**src/rtl/addfloat_arbiter.sv**
```systemverilog
// Round-robin front end that lets NUM_REQ requesters share one pipelined AddFloat core.
// A tag pipeline follows each issued operation so its sum is routed back to its owner.
module addfloat_arbiter #(
  parameter int NUM_REQ = 4,
  parameter int LATENCY = 5
) (
  input  logic                   clock,
  input  logic                   reset,
  input  logic                   ce,
  input  logic [NUM_REQ-1:0]     i_req,
  input  logic [32*NUM_REQ-1:0]  i_a,
  input  logic [32*NUM_REQ-1:0]  i_b,
  output logic [NUM_REQ-1:0]     o_grant,
  output logic [NUM_REQ-1:0]     o_busy,
  output logic [NUM_REQ-1:0]     o_done,
  output logic [31:0]            o_result,
  output logic                   o_add_ce,
  output logic [31:0]            o_add_a,
  output logic [31:0]            o_add_b,
  input  logic [31:0]            i_add_result
);
  localparam int ID_W  = $clog2(NUM_REQ);
  localparam int CNT_W = $clog2(LATENCY + 1);

  logic [ID_W-1:0]    last_grant_reg;
  logic [ID_W-1:0]    scan_idx;
  logic [ID_W-1:0]    win_id;
  logic               win_found;
  logic               grant_any;
  logic [NUM_REQ-1:0] grant;
  logic [NUM_REQ-1:0] busy_next;
  logic [31:0]        a_arr [NUM_REQ];
  logic [31:0]        b_arr [NUM_REQ];

  logic [LATENCY-1:0] tag_valid_reg;
  logic [ID_W-1:0]    tag_id_reg [LATENCY];
  logic               tail_valid;
  logic [ID_W-1:0]    tail_id;

  for (genvar gi = 0; gi < NUM_REQ; gi++) begin : g_unpack
    assign a_arr[gi] = i_a[32*gi +: 32];
    assign b_arr[gi] = i_b[32*gi +: 32];
  end

  // Scan from farthest to nearest so the nearest requester after last_grant wins.
  always_comb begin
    win_found = 1'b0;
    win_id    = '0;
    scan_idx  = '0;
    for (int k = NUM_REQ; k >= 1; k--) begin
      scan_idx = ID_W'((int'(last_grant_reg) + k) % NUM_REQ);
      if (i_req[scan_idx]) begin
        win_found = 1'b1;
        win_id    = scan_idx;
      end
    end
  end

  assign grant_any = ce & win_found;

  always_comb begin
    grant = '0;
    if (grant_any) grant[win_id] = 1'b1;
  end

  assign o_grant    = grant;
  assign o_add_ce   = ce;
  assign tail_valid = tag_valid_reg[LATENCY-1];
  assign tail_id    = tag_id_reg[LATENCY-1];

  always_ff @(posedge clock or posedge reset) begin
    if (reset) begin
      for (int s = 0; s < LATENCY; s++) begin
        tag_valid_reg[s] <= 1'b0;
        tag_id_reg[s]    <= '0;
      end
    end else if (ce) begin
      tag_valid_reg[0] <= grant_any;
      tag_id_reg[0]    <= win_id;
      for (int s = LATENCY - 1; s > 0; s--) begin
        tag_valid_reg[s] <= tag_valid_reg[s-1];
        tag_id_reg[s]    <= tag_id_reg[s-1];
      end
    end
  end

  // Per-requester in-flight count; a simultaneous issue and retire cancel out.
  for (genvar gi = 0; gi < NUM_REQ; gi++) begin : g_cnt
    logic [CNT_W-1:0] cnt_reg;
    logic [CNT_W-1:0] cnt_next;
    logic             retire;

    assign retire = tail_valid && (tail_id == ID_W'(gi));

    always_comb begin
      cnt_next = cnt_reg;
      if (grant[gi] && !retire)      cnt_next = cnt_reg + 1'b1;
      else if (!grant[gi] && retire) cnt_next = cnt_reg - 1'b1;
    end

    always_ff @(posedge clock or posedge reset) begin
      if (reset)   cnt_reg <= '0;
      else if (ce) cnt_reg <= cnt_next;
    end

    assign busy_next[gi] = (cnt_next != '0);
  end

  always_ff @(posedge clock or posedge reset) begin
    if (reset) begin
      last_grant_reg <= ID_W'(NUM_REQ - 1);
      o_add_a        <= '0;
      o_add_b        <= '0;
      o_result       <= '0;
      o_done         <= '0;
      o_busy         <= '0;
    end else if (ce) begin
      if (grant_any) begin
        o_add_a        <= a_arr[win_id];
        o_add_b        <= b_arr[win_id];
        last_grant_reg <= win_id;
      end
      o_busy <= busy_next;
      o_done <= '0;
      if (tail_valid) begin
        o_result        <= i_add_result;
        o_done[tail_id] <= 1'b1;
      end
    end
  end
endmodule

```
**config.mk**
```make
export PLATFORM = sky130hd
export DESIGN_NAME = addfloat_arbiter
export DESIGN_NICKNAME = d
export VERILOG_FILES = /design/src/rtl/addfloat_arbiter.sv
export SDC_FILE = /design/constraint.sdc
export NUM_CORES = 1
export LEC_CHECK = 0
export ABC_AREA = 1
export CORE_AREA = 2 2 159 161
export DETAILED_ROUTE_END_ITERATION = 10
export DIE_AREA = 0 0 161 163
export DONT_BUFFER_PORTS = 1
export SLEW_MARGIN = 0
export SYNTH_ARGS = -nofsm -noshare
export SYNTH_HDL_FRONTEND = slang
export SYNTH_SLANG_ARGS = --single-unit
```
**constraint.sdc**
```tcl
create_clock -name clock -period 4.96 [get_ports clock]
set_clock_uncertainty 0.15 [all_clocks]
set_input_delay 0.744 -clock clock [delete_from_list [all_inputs] [get_ports clock]]
set_output_delay 0.744 -clock clock [all_outputs]
set_load 0.01 [all_outputs]
```
== Word level (Yosys, flattened, before mapping) ==
Index checks and enable logic that the tools add are counted.

* Bitwise gates (word level): 2
* Multiplexer cells: 36
* Equal/unequal tests: 3
* $add $sub $neg: 12
* Order comparisons: 9
* Reduce and logical (&&, ||, !) cells: 29

{| class="wikitable"
|+ Operator list
! kind !! count
|-
| 32-bit binary-select mux with 2-bit select || 2
|-
| 32-bit 2-to-1 mux || 4
|-
| 3-bit 2-to-1 mux || 8
|-
| 2-bit by 3-bit < comparator with 1-bit output, second input constant || 6
|-
| 1-bit logical AND || 14
|-
| 3-bit by 1-bit adder with 3-bit output, second input constant || 4
|-
| 3-bit nonzero test || 4
|-
| 3-bit by 1-bit subtractor with 3-bit output, second input constant || 4
|-
| 1-bit 2-to-1 mux || 10
|-
| 1-bit binary-select mux with 2-bit select || 4
|-
| 1-bit logical NOT || 8
|-
| 2-bit 2-to-1 mux || 4
|-
| 4-bit 2-to-1 mux || 2
|-
| 2-bit by 1-bit adder with 2-bit output, second input constant || 2
|-
| 2-bit adder, second input constant || 2
|-
| 1-bit demux with 2-bit select || 2
|-
| 2-bit == test, second input constant || 2
|-
| 2-bit by 1-bit >= comparator with 1-bit output, second input constant || 2
|-
| 2-bit AND reduction || 2
|-
| 3-bit >= comparator, second input constant || 1
|-
| 2-bit inverter with 3-bit output || 1
|-
| 2-bit by 1-bit == test with 1-bit output, second input constant || 1
|-
| 2-bit logical NOT || 1
|-
| 1-bit bitwise AND || 1
|}

* Register bits: 133
* Word-level logic and storage cells: 107
* Input bits: 295
* Output and inout port bits: 109

== Logic depth before layout (Yosys ltp) ==
Gate-level depths: netlist of the first run.

* Depth after elaboration: 17
* Gate-level depth with buffers: 19
* Depth with buffers taken out: 18

== Worst setup path after synthesis of the first run ==
Ideal clock, no wire load.

* Path type: input-to-output
* Start: in i_req[3]
* End: out o_grant[0]
* Arrival: 1,611 ps
* Buffers on the path: 1
* Stages on the path: 10
* Required time: 4,066 ps
* Setup slack: 2,455 ps
* Cell sequence: nand2_1 nand2_1 nand2_1 nand2_1 inv_2 nand2_1 nand2_2 buf_6 nand4_1 inv_1

* Longest elaborated chain between the ends: 11
* Elaborated cells on any way between the ends: 23
* Classes of those cells: order compare (2); mux (19); bitwise (1); reduce/logical (1)

{| class="wikitable"
|+ RTL lines
! item !! line !! text
|-
| from (decl) || 10 || <nowiki>input logic [NUM_REQ-1:0] i_req,</nowiki>
|-
| 1-bit binary-select mux with 2-bit select || 52 || <nowiki>if (i_req[scan_idx]) begin</nowiki>
|-
| 1-bit 2-to-1 mux (not written as such) || 52 ||
|-
| 2-bit 2-to-1 mux (4 in a row) || 52 ||
|-
| 2-bit by 3-bit < comparator with 1-bit output (not written as such) / 2-bit by 1-bit >= comparator with 1-bit output (equally long branches) || 63 || <nowiki>if (grant_any) grant[win_id] = 1'b1;</nowiki>
|-
| 1-bit logical AND (not written as such) || 63 ||
|-
| 1-bit 2-to-1 mux (not written as such) || 63 ||
|-
| 1-bit demux with 2-bit select || 63 ||
|-
| 4-bit 2-to-1 mux * || 63 ||
|-
| to (decl) || 13 || <nowiki>output logic [NUM_REQ-1:0] o_grant,</nowiki>
|}

Mark *: on every way between the ends. The rest lies on a longest branch, timed or not. The select of a mux whose other input is x is not followed.

== Worst setup path in the final report of the first run ==
* Start: reg last_grant_reg[0]
* End: out o_grant[1]

* Longest elaborated chain between the ends: 12
* Elaborated cells on any way between the ends: 27
* Classes of those cells: add/sub (4); order compare (2); mux (19); bitwise (1); reduce/logical (1)

{| class="wikitable"
|+ RTL lines
! item !! line !! text
|-
| from (decl) || 25 || <nowiki>logic [ID_W-1:0] last_grant_reg;</nowiki>
|-
| from (signal assigned) || 111 || <nowiki>last_grant_reg <= ID_W'(NUM_REQ - 1);</nowiki>
|-
| from (signal assigned) || 121 || <nowiki>last_grant_reg <= win_id;</nowiki>
|-
| 2-bit by 1-bit adder with 2-bit output || 51 || <nowiki>scan_idx = ID_W'((int'(last_grant_reg) + k) % NUM_REQ);</nowiki>
|-
| 1-bit binary-select mux with 2-bit select || 52 ||
|-
| 1-bit 2-to-1 mux (not written as such) || 52 ||
|-
| 2-bit 2-to-1 mux (4 in a row) || 52 ||
|-
| 2-bit by 3-bit < comparator with 1-bit output (not written as such) / 2-bit by 1-bit >= comparator with 1-bit output (equally long branches) || 63 ||
|-
| 1-bit logical AND (not written as such) || 63 ||
|-
| 1-bit 2-to-1 mux (not written as such) || 63 ||
|-
| 1-bit demux with 2-bit select || 63 ||
|-
| 4-bit 2-to-1 mux * || 63 ||
|}

Marked as above.

==> results of run 1 <==
-- placed cells by master, fill, tap and decap left out, types with 4 or more instances in the layout --
cell type / instances
a21oi_1: 9
a22oi_1: 20
a31oi_1: 11
a41oi_1: 31
buf_4: 9
bufinv_16: 6
clkbuf_16: 17
clkinv_4: 4
dfrtp_1: 131
ha_1: 8
inv_1: 40
inv_6: 4
mux2_2: 32
nand2_1: 224
nand2_2: 11
nand3_1: 25
nand4_1: 5
nor2_1: 160
nor3_1: 4
o21ai_0: 48
o21ai_1: 30
o21bai_1: 16
o221ai_1: 6
o311ai_1: 13
-- metal layers --
layer,vias to the layer above,GRT usage [%],wire (um)
met4,0,6.778,614
met5,-,0,0
li1,2998,-,-
met3,45,6.825,2360
met2,298,29.98,12120
met1,3091,23.25,10220
-- worst min-delay path by stage --
stage                              endpoint  cells after the start
5_1_grt             o_result[7]$_DFFE_PP0P_                      1
6_report           o_result[19]$_DFFE_PP0P_                      1
4_1_cts            o_result[15]$_DFFE_PP0P_                      1
2_1_floorplan  tag_valid_reg[1]$_DFFE_PP0P_                      2
3_5_place_dp   tag_valid_reg[2]$_DFFE_PP0P_                      2
3_3_place_gp   tag_valid_reg[2]$_DFFE_PP0P_                      2
-- kinds of logic (layout without fill, tap and decap cells) --
family / count (synthesis) / count (layout) / synth area share [%]
adder cells (fa/ha/maj): 8 / 8 / 1.356
XOR/XNOR: 2 / 2 / 0.2374
buffers and inverters: 106 / 89 / 7.103
multiplexers: 32 / 32 / 4.882
flip-flops: 133 / 133 / 45.13
other: 0 / 2 / 0
AND/OR/NAND/NOR: 438 / 438 / 24.31
AO/OA/AOI/OAI: 188 / 188 / 16.99
-- power by group --
part | internal (mW) | total (mW) | switching (mW)
sequential | 1.60 | 2.21 | 0.611
clock | 0.963 | 1.48 | 0.514
combinational | 1.22 | 3.76 | 2.54
-- synth_stat cells (all sizes together) (9+ instances only) --
cell type | count | share of area, %
nand2 | 237 | 13
nor2 | 163 | 8.7
dfrtp | 131 | 44
o21ai | 78 | 5.3
inv | 46 | 2.5
buf | 40 | 3.6
mux2 | 32 | 4.9
a41oi | 31 | 3.7
nand3 | 28 | 2.1
a22oi | 20 | 2.0
clkbuf | 19 | 0.97
o21bai | 16 | 1.6
o311ai | 13 | 1.5
a31oi | 11 | 0.93
a21oi | 9 | 0.61
-- final cells by class --
| type | instances | area, um2 |
|---|---|---|
| clock buffer | 21 | 450.4 |
| multi-input combinational | 668 | 3526 |
| antenna | 2 | 5.005 |
| inverter | 47 | 191.4 |
| sequential | 133 | 3331 |
| tap | 330 | 412.9 |
| timing repair buffer | 10 | 87.58 |
| fill | 2557 | 16450 |
| clock inverter | 11 | 224.0 |
-- per-stage QoR --
| stage | instance area, um2 | power (mW) | hold slack (ns) | setup slack [ns] | utilization, % |
|---|---|---|---|---|---|
| global route | 8223 | 8.074 | 0.1585 | 0.8526 | 33.33 |
| global placement | 7548 | 5.940 | 0.3018 | 1.168 | 30.59 |
| CTS | 8223 | 7.535 | 0.1386 | 1.125 | 33.33 |
| finish | 8228 | 7.452 | 0.1252 | 1.149 | 33.35 |
| detailed placement | 7548 | 6.012 | 0.3084 | 1.128 | 30.59 |
| floorplan | 7381 | 5.104 | 0.2922 | 0.5149 | - |
-- critical path, cell delays in order (launching register included) --
cell	delay, ns
dfstp_2	0.64
inv_6	0.08
nand2_1	0.08
nand2_1	0.08
nand2_1	0.10
nand2_1	0.07
inv_2	0.07
nand3_2	0.12
nand2_4	0.52
buf_4	0.44
nand3_1	0.14
inv_1	0.16
==> flow_summary.json, run 1 <==
{
  "outcome": "finished clean",
  "cts_root_buffer": "clkbuf_16",
  "grt_pass1_wl_um": 37230,
  "rsz0062_at_grt": "no",
  "tightest_slew_ns": 1.011,
  "cp-end-kind": "primary output",
  "cts_buffers": 17,
  "report.final.slew_viol_count": 0,
  "grt_pass1_vias": 6216,
  "r2r-start": "last_grant_reg[0]$_DFFE_PP1P_",
  "drc": 0,
  "tns_ns": 0,
  "post-route-min-period_ns": 3.811,
  "vias": 6432,
  "dieArea_um2": 26240,
  "r2r-end": "o_add_b[1]$_DFFE_PP0P_",
  "synth_area_per_cell_um2": 8.138,
  "dieWidth_um": 161,
  "drive_above_1_share_pct": 11.24,
  "fmax_mhz": 262.4,
  "dp_cells": 1188,
  "routabilityCongestion": 0.8930,
  "seq_area_frac_synth_pct": 45.13,
  "required_ns": 4.07,
  "wl_per_cell_um": 20.72,
  "endpoint": "o_grant[1]",
  "dp_hpwl_um": 18390,
  "start_kind": "register",
  "htree_levels": 4,
  "finalSetupViolations": 0,
  "drv_cap": 0,
  "p_leak_nw": 3.556,
  "top_regs": "o_add_a: 32 flops, o_add_b: 32 flops, o_result: 32 flops",
  "grt_usage_pct": 18.72,
  "worstHoldPathType": "input port to asynchronous set/reset pin",
  "arrival_ns": 2.92,
  "synth_nets": 1210,
  "ys_seq_elements": 133,
  "core_um2": 24670,
  "fin_cells": 1222,
  "row_count": 58,
  "finalHoldViolations": 0,
  "synth-edff-count": 0,
  "io_buffers": 0,
  "post-route-period-util_pct": 76.84,
  "postCtsHoldBufs": 0,
  "ys_types": 39,
  "routed_wl_um": 25320,
  "clk_latency_ns": 0.41,
  "viasPerCell": 5.264,
  "finalNetCount": 1180,
  "io_pins": 404,
  "regToRegSetupSlack_ns": 1.20,
  "grt_start_max_net_pins": 77,
  "max-vdd-ir-drop_v": 0.0004822,
  "syn2layout_area_growth_pct": 11.48,
  "clock_sinks": 133,
  "relSlewSlack_pct": 32.46,
  "antenna_left": 0,
  "worstSetupStartpoint": "last_grant_reg[0]$_DFFE_PP1P_",
  "powerDensity_nw_per_um2": 905.7,
  "grt_antenna_before_repair": 2,
  "dr.pass1.iters": 5,
  "r2r_cells": 12,
  "cts_setup_buffers": 0,
  "async_reset_ff_share_pct": 100.0,
  "synth_ff_type": "dfrtp_1",
  "cts_resized": 0,
  "synth.cell_area_um2": 7381,
  "yosysWarnings": 0,
  "path_max_fanout": 51,
  "netlist_instances": 907,
  "drt_iter0_markers": 607,
  "cts_tree": "done",
  "clock_path_buffers": 2,
  "start_util_pct": 29.91,
  "critPathKind": "register to primary output",
  "chipHeight_um": 163,
  "grt.overflow.total": 0,
  "path_clk_slew_ns": 0.06
}
Note: power is estimated with default switching activity, not from simulation.
==> run 2, diff against run 1 <==
clock period = 3.2 ns   (was 4.96 ns; I/O delays follow)
==> flow_summary.json, run 2 (synthesis gave the netlist of run 1 again) <==
{
  "outcome": "finished clean",
  "drt_iter0_markers": 443,
  "drive_above_1_share_pct": 11.99,
  "max-vdd-ir-drop_v": 0.0007590,
  "start_util_pct": 29.91,
  "rsz0062_at_grt": "no",
  "dieArea_um2": 26240,
  "chipHeight_um": 163,
  "endpoint": "o_grant[0]",
  "io_buffers": 0,
  "grt_start_max_net_pins": 78,
  "place_ws_ns": 0.4258,
  "worstHoldPathType": "input port to register",
  "finalSetupViolations": 0,
  "start_kind": "register",
  "r2r-end": "o_add_b[9]$_DFFE_PP0P_",
  "holdWs_ns": 0.03592,
  "critPathKind": "register to primary output",
  "tightest_slew_ns": 0.8478,
  "cts_resized": 0,
  "finalPower_mw": 11.22,
  "cp-end-kind": "primary output",
  "path_cells": "inv_6 -> nand2_1 -> nand2_1 -> nand2_1 -> nand2_1 -> inv_2 -> nand2_1 -> nand2_2 -> nand4_1 -> inv_1",
  "grt_antenna_before_repair": 4,
  "dr.pass1.iters": 5,
  "cts_tree": "done",
  "viasPerCell": 5.307,
  "cts_root_buffer": "clkbuf_16",
  "arrival_ns": 2.21,
  "routabilityCongestion": 0.8782,
  "fin_cells": 1234,
  "io_pins": 404,
  "layout_setup_ws_ns": 0.3618,
  "fmax_mhz": 352.3,
  "top_regs": "o_add_a: 32 flops, o_add_b: 32 flops, o_result: 32 flops",
  "vias": 6549,
  "clock_sinks": 133,
  "grt_usage_pct": 18.96,
  "finalHoldViolations": 0,
  "post-route-min-period_ns": 2.838,
  "clock_path_buffers": 2,
  "core_um2": 24670,
  "powerDensity_nw_per_um2": 1361,
  "post-route-period-util_pct": 88.69,
  "crit_slowest_cell": "dfstp_2",
  "tns_ns": 0,
  "row_count": 58,
  "cts_buffers": 17,
  "wl_per_cell_um": 20.63,
  "antenna_left": 0,
  "p_leak_nw": 3.549,
  "required_ns": 2.57,
  "worstSetupStartpoint": "last_grant_reg[0]$_DFFE_PP1P_",
  "r2r_cells": 14,
  "cp_slowest_stage_delay_ns": 0.63,
  "clk_latency_ns": 0.41,
  "grt_pass1_wl_um": 37800,
  "cp_top_family": "simple AND/OR/NAND/NOR gates",
  "drv_cap": 0,
  "dp_hpwl_um": 18780,
  "r2r-start": "last_grant_reg[0]$_DFFE_PP1P_",
  "final_cell_mix": "224 x nand2_1, 160 x nor2_1, 131 x dfrtp_1",
  "path_buf_inv": 3,
  "path_clk_slew_ns": 0.06,
  "finalNetCount": 1192,
  "syn2layout_area_growth_pct": 11.71,
  "grt.overflow.total": 0,
  "dp_cells": 1196,
  "path_max_fanout": 10,
  "dieWidth_um": 161,
  "report.final.slew_viol_count": 0,
  "grt_pass1_vias": 6271,
  "drc": 0,
  "htree_levels": 4,
  "cpMostUsedCell": "nand2_1",
  "relSlewSlack_pct": 43.36,
  "routed_wl_um": 25450,
  "cp.depth": 10,
  "layout_commonest_cell": "nand2_1",
  "regToRegSetupSlack_ns": 0.48
}
[run 2: cell count changes in the layout (fill, tap and decap cells not counted)]
cell / previous run / this run
clkbuf_1: 3 / 2
clkinv_2: 0 / 3
clkinv_4: 4 / 2
buf_12: 1 / 6
dlygate4sd3_1: 0 / 4
bufinv_16: 6 / 0
diode_2: 2 / 3
buf_4: 9 / 12
clkinvlp_4: 0 / 6
inv_6: 4 / 2
inv_8: 0 / 1
[run 2: how the worst min path moves through the flow]
stage,start,endpoint,cells after the start
after floorplan,tag_valid_reg[1]$_DFFE_PP0P_,tag_valid_reg[1]$_DFFE_PP0P_,2
after global placement,tag_valid_reg[0]$_DFFE_PP0P_,tag_valid_reg[1]$_DFFE_PP0P_,2
after detailed placement,tag_valid_reg[0]$_DFFE_PP0P_,tag_valid_reg[1]$_DFFE_PP0P_,2
after CTS,ce,tag_id_reg[9]$_DFFE_PP0P_,1
after global routing,ce,tag_id_reg[4]$_DFFE_PP0P_,1
final,ce,g_cnt[2].cnt_reg[0]$_DFFE_PP0P_,1
[run 2: layout make-up]
class	instances	area, um2
Multi-Input combinational cell	668	3526
Inverter	47	190.2
Clock buffer	20	446.7
Tap cell	330	412.9
Fill cell	2596	16430
Timing Repair Buffer	22	250.2
Antenna cell	3	7.507
Clock inverter	11	81.33
Sequential cell	133	3331
[run 2: metrics by stage]
step | util (%) | instance area (um2)
floorplan | - | 7385
global placement | 31.09 | 7670
detailed placement | 31.09 | 7670
CTS | 33.39 | 8238
global route | 33.41 | 8243
finish | 33.42 | 8245
[run 2: timing repair]
item | 4_1_cts | 5_1_grt
hold endpoints to repair | 33 | 0
buffers inserted | 0 | 0
hold buffers | 4 | 0
[run 2: routing by layer]
metal | track usage, % | vias to the layer above | wire [um]
met1 | 22.73 | 3178 | 10280
met5 | 0 | - | 13
met2 | 31.62 | 310 | 12330
met3 | 6.672 | 37 | 2224
met4 | 6.696 | 2 | 606
li1 | - | 3022 | -
[run 2: report_power, final]
group          switching [mW]  leakage (nW)  total, mW  internal, mW
Clock                   0.795         0.246       1.80          1.01
Sequential              0.933          1.57       3.42          2.48
Combinational            3.92          1.73       6.00          2.08
==> run 3, diff against run 2 <==
CORE_AREA = 4 4 156 158   (was 2 2 159 161)
DIE_AREA = 0 0 160 162   (was 0 0 161 163)
==> flow_summary.json, run 3 (synthesis gave the netlist of run 1 again) <==
{
  "min_from": "ce",
  "required_ns": 2.57,
  "path_cells": "inv_6 -> nand2_1 -> nand2_1 -> nand2_1 -> nand2_1 -> nand2_2 -> nand3_2 -> nand2_8 -> buf_6 -> nand3_1 -> inv_1",
  "dieWidth_um": 160,
  "io_pins": 404,
  "clock_sinks": 133,
  "grt_pass1_vias": 6229,
  "tns_ns": 0,
  "fin_cells": 1190,
  "core_um2": 23120,
  "dp_cells": 1157,
  "post-route-min-period_ns": 2.969,
  "grt_usage_pct": 19.15,
  "cts_buffers": 17,
  "wl_per_cell_um": 21.91,
  "p_leak_nw": 3.586,
  "finalHoldViolations": 0,
  "regToRegSetupSlack_ns": 0.51,
  "finalNetCount": 1191,
  "hold_path_depth": 1,
  "cts_tree": "done",
  "drt_iter0_markers": 385,
  "antenna_left": 0,
  "post-route-period-util_pct": 92.77,
  "finalSetupViolations": 0,
  "dieArea_um2": 25920,
  "arrival_ns": 2.34,
  "cpMostUsedCell": "nand2_1",
  "drc": 0,
  "start_util_pct": 31.92,
  "powerDensity_nw_per_um2": 1371,
  "r2r-end": "o_add_b[10]$_DFFE_PP0P_",
  "outcome": "finished clean",
  "path_clk_slew_ns": 0.06,
  "crit_slowest_cell": "dfstp_2",
  "syn2layout_area_growth_pct": 11.61,
  "cts_root_buffer": "clkbuf_16",
  "placed_area_um2": 7615,
  "dr.pass1.iters": 5,
  "cp_slowest_stage_delay_ns": 0.63,
  "r2r_cells": 12,
  "final_cell_mix": "224 x nand2_1, 160 x nor2_1, 131 x dfrtp_1",
  "max-vdd-ir-drop_v": 0.0005669,
  "io_buffers": 0,
  "layout_commonest_cell": "nand2_1",
  "row_count": 56,
  "fmax_mhz": 336.9,
  "grt_pass1_wl_um": 38450,
  "vias": 6460,
  "report.final.slew_viol_count": 0,
  "dp_hpwl_um": 19810,
  "grt_antenna_before_repair": 2,
  "path_max_fanout": 17,
  "htree_levels": 4,
  "cp-end-kind": "primary output",
  "viasPerCell": 5.429,
  "routed_wl_um": 26080,
  "top_regs": "o_add_a: 32 flops, o_add_b: 32 flops, o_result: 32 flops",
  "cts_setup_buffers": 0,
  "final_area_um2": 8238,
  "start_kind": "register",
  "fin_util_pct": 35.63,
  "critPathKind": "register to primary output",
  "min_to": "g_cnt[1].cnt_reg[0]$_DFFE_PP0P_",
  "routabilityCongestion": 0.9145,
  "grt.overflow.total": 0,
  "r2r-start": "last_grant_reg[0]$_DFFE_PP1P_",
  "clock_path_buffers": 2,
  "tightest_slew_ns": 0.8810,
  "drive_above_1_share_pct": 12.24,
  "worstHoldPathType": "input port to register",
  "relSlewSlack_pct": 41.14,
  "clk_latency_ns": 0.41,
  "drv_cap": 0,
  "rsz0062_at_grt": "no",
  "chipHeight_um": 162,
  "grt_start_max_net_pins": 88
}
[run 3: cell count changes in the layout (fill, tap and decap cells not counted), sizes merged]
cell,previous run,this run
bufinv,0,2
buf,18,19
diode,3,1
clkinv,6,5
inv,46,48
clkinvlp,6,2
dlygate4sd3,4,2
[run 3: how the worst max path moves through the flow]
stage                                  start                              end  slack [ns]  depth (start not counted)
2_1_floorplan                          reset  g_cnt[0].cnt_reg[0]$_DFFE_PP0P_        0.92                          1
3_3_place_gp   last_grant_reg[0]$_DFFE_PP1P_          o_add_a[10]$_DFFE_PP0P_        0.56                         13
3_5_place_dp   last_grant_reg[0]$_DFFE_PP1P_           o_add_b[1]$_DFFE_PP0P_        0.48                         13
4_1_cts        last_grant_reg[0]$_DFFE_PP1P_                       o_grant[1]        0.07                         11
5_1_grt        last_grant_reg[0]$_DFFE_PP1P_                       o_grant[1]        0.02                         11
6_report       last_grant_reg[0]$_DFFE_PP1P_                       o_grant[1]        0.23                         11
[run 3: power breakdown]
| part | switching [mW] | internal [mW] |
|---|---|---|
| Clock | 0.758 | 1.21 |
| Combinational | 3.89 | 2.04 |
| Sequential | 0.920 | 2.48 |
| Total | 5.56 | 5.73 |
[run 3: repair_timing]
item                                   CTS  global route
resized for setup                        0             2
endpoints found under the hold margin   36             0
hold buffers                             2             0
setup endpoints to repair                0             2
[run 3: critical path, delay by kind of cell (launching register included)]
family | cells | cell delay, ns
flip-flops | 1 | 0.63
AND/OR/NAND/NOR | 8 | 0.83
buffers and inverters | 3 | 0.47
[run 3: layout make-up]
cell class                      count  area, um2
Antenna cell                        1      2.502
Clock buffer                       20      466.7
Clock inverter                     10      121.4
Fill cell                        2368      14880
Inverter                           47      190.2
Multi-Input combinational cell    668       3535
Sequential cell                   133       3331
Tap cell                          290      362.8
Timing Repair Buffer               21      229.0
[run 3: metrics by stage]
stage	hold slack, ns	worst slack (ns)	total power [mW]
final	0.03676	0.2315	11.30
after global routing	0.007807	0.02319	12.28
after CTS	0.0007987	0.07406	11.38
after detailed placement	0.3143	0.4832	9.361
after global placement	0.3112	0.5590	9.253
after floorplan	0.2922	0.9204	7.912
[run 3: metal layers]
layer  global-route usage, %  wire [um]  vias up  part of all wire [%]
li1                        -          -     3011                     -
met1                   23.81      10350     3120                    40
met2                   30.69      12630      296                    48
met3                   7.612       2520       31                   9.7
met4                   6.140        560        2                   2.1
met5                       0         11        -                 0.042
